--- src/rtl/mux4_rr_arbiter.sv ---
// mux4_rr_arbiter: round-robin arbiter for one shared 4:1 mux.
// Issues a registered one-hot grant plus the matching 2-bit mux select and
// keeps ownership until the owner drops its request.
// Optional feature macro: ARB_HOLD_LIMIT_EN. When it is defined, an owner
// that has held the grant for MAX_HOLD cycles is pre-empted as soon as
// another requester is waiting.
module mux4_rr_arbiter #(
  parameter int MAX_HOLD = 8
) (
  input  logic       clk,
  input  logic       rst_n,
  input  logic [3:0] req,
  output logic [3:0] gnt,
  output logic [1:0] sel,
  output logic       busy
);

  typedef enum logic {
    IDLE  = 1'b0,
    GRANT = 1'b1
  } state_e;

`ifdef ARB_HOLD_LIMIT_EN
  localparam logic       HOLD_EN = 1'b1;
  localparam logic [7:0] CNT_SAT = 8'(MAX_HOLD - 1);
`else
  localparam logic       HOLD_EN = 1'b0;
  localparam logic [7:0] CNT_SAT = 8'hFF;
`endif
  localparam logic [7:0] HOLD_LAST = 8'(MAX_HOLD - 1);

  // 2-to-4 decode of a requester index into its one-hot grant.
  function automatic logic [3:0] dec2to4(input logic [1:0] idx);
    return 4'b0001 << idx;
  endfunction

  // Round-robin pick: returns {found, index}. Candidates are walked from
  // the farthest to the nearest so that the one closest to ptr wins.
  function automatic logic [2:0] rr_pick(input logic [3:0] r, input logic [1:0] p);
    logic [2:0] res;
    logic [1:0] cand;
    res = 3'b000;
    for (int i = 3; i >= 0; i--) begin
      cand = p + 2'(i);
      if (r[cand]) begin
        res = {1'b1, cand};
      end else begin
        res = res;
      end
    end
    return res;
  endfunction

  state_e     state_q, state_d;
  logic [1:0] ptr_q,   ptr_d;
  logic [7:0] cnt_q,   cnt_d;
  logic [1:0] sel_q,   sel_d;    // sel_q doubles as the current owner
  logic [3:0] gnt_q,   gnt_d;
  logic       busy_q,  busy_d;

  logic [3:0] others_s;
  logic [3:0] cand_s;
  logic [2:0] pick_s;
  logic [1:0] win_s;
  logic       hold_hit_s;
  logic       preempt_s;

  // Next-state logic: arbitration, handover, hold counting and release.
  always_comb begin
    state_d = state_q;
    ptr_d   = ptr_q;
    cnt_d   = cnt_q;
    sel_d   = sel_q;
    gnt_d   = gnt_q;
    busy_d  = busy_q;

    // The owner's own bit is masked so it is never re-granted at its
    // release or pre-emption edge.
    others_s   = req & ~dec2to4(sel_q);
    cand_s     = (state_q == GRANT) ? others_s : req;
    pick_s     = rr_pick(cand_s, ptr_q);
    win_s      = pick_s[1:0];
    hold_hit_s = HOLD_EN & (cnt_q == HOLD_LAST);
    preempt_s  = hold_hit_s & (others_s != 4'b0000);

    case (state_q)
      IDLE: begin
        if (pick_s[2]) begin
          state_d = GRANT;
          sel_d   = win_s;
          gnt_d   = dec2to4(win_s);
          ptr_d   = win_s + 2'd1;
          cnt_d   = 8'd0;
          busy_d  = 1'b1;
        end else begin
          gnt_d  = 4'b0000;
          busy_d = 1'b0;
        end
      end
      GRANT: begin
        if (req[sel_q] && !preempt_s) begin
          if (cnt_q != CNT_SAT) begin
            cnt_d = cnt_q + 8'd1;
          end else begin
            cnt_d = cnt_q;
          end
        end else if (pick_s[2]) begin
          // Handover at the same edge: no dead cycle between owners.
          sel_d  = win_s;
          gnt_d  = dec2to4(win_s);
          ptr_d  = win_s + 2'd1;
          cnt_d  = 8'd0;
          busy_d = 1'b1;
        end else begin
          // Release with nobody waiting; sel keeps the last owner.
          state_d = IDLE;
          gnt_d   = 4'b0000;
          busy_d  = 1'b0;
        end
      end
      default: begin
        state_d = IDLE;
        gnt_d   = 4'b0000;
        busy_d  = 1'b0;
      end
    endcase
  end

  // State and output registers with synchronous active-low reset.
  always_ff @(posedge clk) begin
    if (!rst_n) begin
      state_q <= IDLE;
      ptr_q   <= 2'd0;
      cnt_q   <= 8'd0;
      sel_q   <= 2'd0;
      gnt_q   <= 4'b0000;
      busy_q  <= 1'b0;
    end else begin
      state_q <= state_d;
      ptr_q   <= ptr_d;
      cnt_q   <= cnt_d;
      sel_q   <= sel_d;
      gnt_q   <= gnt_d;
      busy_q  <= busy_d;
    end
  end

  assign gnt  = gnt_q;
  assign sel  = sel_q;
  assign busy = busy_q;

endmodule

--- config.mk ---
export PLATFORM = sky130hd
export DESIGN_NAME = mux4_rr_arbiter
export DESIGN_NICKNAME = d
export VERILOG_FILES = /design/src/rtl/mux4_rr_arbiter.sv
export SDC_FILE = /design/constraint.sdc
export NUM_CORES = 1
export LEC_CHECK = 0
export BUFFER_PORTS_ARGS = -buffer_cell sky130_fd_sc_hd__buf_2
export CORE_MARGIN = 5
export CORE_UTILIZATION = 45
export DETAILED_ROUTE_END_ITERATION = 6
export PLACE_DENSITY = 0.66
export SLEW_MARGIN = 20
export SYNTH_ARGS = -nofsm -noshare
export SYNTH_HDL_FRONTEND = slang
export SYNTH_SLANG_ARGS = --single-unit
--- constraint.sdc ---
create_clock -name clk -period 3.3 [get_ports clk]
set_input_delay 0.33 -clock clk [delete_from_list [all_inputs] [get_ports clk]]
set_output_delay 0.33 -clock clk [all_outputs]
set_load 0.03 [all_outputs]
==> impl_metrics.json <==
{
  "ant_nets": 0,
  "ys_types": 38,
  "synthTopCellsByArea": "dfxtp_1, mux4_2, nand2_1",
  "cts_root_buffer": "clkbuf_4",
  "seq_area_frac_synth_pct": 26.3,
  "crit_path_end_kind": "flip-flop",
  "critPathMaxStageDelay_ns": 0.86,
  "crit_slowest_cell": "dfxtp_1",
  "drv_cap": 0,
  "worstSkewPairLatency_ns": 0.26,
  "crit_buf_inv": 0,
  "p_leak_nw": 0.331,
  "setup_violations": 0,
  "worst_pin_slew_ns": 0.832,
  "final-hold-violation-count": 0,
  "dp_hpwl_um": 1180,
  "vias": 658,
  "antenna_found_initial": 0,
  "rows": 14,
  "initial_utilization_pct": 48.8,
  "grt_pass1_wl_um": 2650,
  "finalClockSkew_ns": 0.00501,
  "cp_max_fo": 18,
  "post_cts_buffers": 0,
  "ctsHoldBuffers": 0,
  "post-route-drc-count": 0,
  "period_minus_slack_ns": 2.39,
  "cts_tree": "built",
  "cts_resized": 0,
  "rsz0062_at_grt": "false",
  "num-nets-final": 94,
  "crit_family": "compound AO/OA/AOI/OAI gates",
  "clk_path_buf_depth": 2,
  "max-vdd-ir-drop_uv": 547,
  "clkSlewWorstSetupHoldPaths_ns": 0.06,
  "period_share_pct": 72.5,
  "setup_tns_ns": 0,
  "cts_made_buffers": 3,
  "gr-usage-all-layers_pct": 13.6,
  "wl_per_cell_um": 15.0,
  "grt_max_degree": 19,
  "ys_ff_latch": 10,
  "power_density_nw_per_um2": 998,
  "drt_iter0_drc": 13,
  "drive_gt1_share_pct": 36.0,
  "synth.cell_area_um2": 761,
  "utilization_pct": 53.5,
  "first_pass_iters": 4,
  "grt_pass1_vias": 581,
  "fmaxAchievable_mhz": 418,
  "numPlacedInstances": 99,
  "netlist_instances": 74,
  "yosysWarnings": 0,
  "hold_path_class": "primary input to flip-flop",
  "postLayoutCellArea_um2": 833,
  "io_pins": 13,
  "required_ns": 3.45,
  "die_w_um": 51.1,
  "area_delta_synth_final_pct": 9.54,
  "die_y_um": 51.1,
  "core_um2": 1560,
  "slew_violations": 0,
  "clkSinkCount": 10,
  "relSlewSlack_pct": 44.4,
  "post-synth-top-area-cell": "dfxtp_1",
  "instances_no_fill": 102,
  "post_dp_cell_area_um2": 811,
  "synth_top_area_share_pct": 26.3,
  "syn_avg_cell_area_um2": 10.3,
  "port_buffers": 12,
  "grt_overflow": 0,
  "gp_congestion": 0.812,
  "n_antenna_cell": 0,
  "crit_path_cell_trace": "xor2_2 > o221a_1 > o41ai_2 > a21oi_1 > a21boi_2 > o21a_1",
  "critical_path_arrival_ns": 2.55,
  "start_kind": "flip-flop",
  "vias_per_cell": 6.45,
  "htree_num_levels": 1,
  "drt_wl_total_um": 1530,
  "status": "completed",
  "path_class": "flip-flop to flip-flop",
  "die_area_um2": 2610,
  "syn_nets": 80
}
==> synth_stat cells, drive strengths merged <==
cell / instances
dfxtp: 10
nand2: 9
a21boi: 6
nand2b: 4
nand3: 4
a21oi: 3
and3: 3
buf: 3
o21a: 3
o221a: 3
o221ai: 3
and2: 2
mux4: 2
o21ai: 2
a211o: 1
a22o: 1
a2bb2oi: 1
a41oi: 1
and2b: 1
mux2i: 1
nor2: 1
nor2b: 1
nor3b: 1
o2111a: 1
o211a: 1
o22ai: 1
o31ai: 1
o41a: 1
o41ai: 1
xnor2: 1
xor2: 1
==> path summary, 6_finish.rpt <==
path,start,end,slack [ns],cells after the start
worst max-delay path,ptr_q[0],gnt[0],0.91,6
worst min-delay path,rst_n,gnt[0],0.38,2
worst min register to register,gnt[3],gnt[3],0.45,2
worst max register to register,ptr_q[0],gnt[0],0.91,6
==> routing by layer <==
metal  track usage (%)  part of all wire (%)  wire length, um  vias to the layer above
li1                  -                     -                -                      322
met1              20.2                    49              745                      311
met2              17.8                    45              681                       25
met3              6.10                   6.5               99                        0
met4              2.69                     0                0                        0
met5                 0                     0                0                        -
==> stage by stage <==
step | hold WS [ns] | total power (W) | setup WS [ns]
4_1_cts | 0.370 | 0.000835 | 0.918
3_5_place_dp | 0.448 | 0.000755 | 0.918
5_1_grt | 0.370 | 0.000902 | 0.702
3_3_place_gp | 0.441 | 0.000755 | 0.954
6_report | 0.383 | 0.000831 | 0.909
2_1_floorplan | 0.447 | 0.000675 | 1.16
==> flip-flops by register name (all words and copies together), names as in the netlist <==
signal / flops
ptr_q: 2
gnt: 4
sel: 2
state_q: 1
busy: 1
==> layout make-up <==
type / instances / area [um2]
Multi-Input combinational cell: 61 / 531
Sequential cell: 10 / 200
Fill cell: 152 / 726
Timing Repair Buffer: 12 / 60.1
Clock buffer: 3 / 22.5
Tap cell: 16 / 20.0
==> cells in the final DEF (no fill, tap or decap), types with 2 or more instances in the layout <==
cell type / synthesis / routed
nand3_1: 4 / 4
o21ai_0: 2 / 2
a21oi_1: 3 / 3
a21boi_0: 4 / 4
and3_2: 2 / 2
o21a_1: 3 / 3
nand2b_1: 4 / 4
dfxtp_1: 10 / 10
buf_2: 0 / 12
nand2_1: 9 / 9
clkbuf_4: 0 / 3
o221a_2: 2 / 2
o221ai_1: 2 / 2
mux4_2: 2 / 2
==> power by group <==
group	internal [W]	switching, W
Combinational	0.000227	0.000287
Sequential	0.000164	0.0000763
Clock	0.0000417	0.0000350
Total	0.000433	0.000398
==> logic make-up (layout without fill, tap and decap cells) <==
logic type,after synthesis,after routing,synth area share [%]
compound gates,30,30,37.7
xor+xnor,2,2,5.76
buf+inv,3,15,3.95
flops,10,10,26.3
mux,3,3,7.24
simple gates,26,26,19.1
No activity file was read; power rests on OpenSTA's default activity.
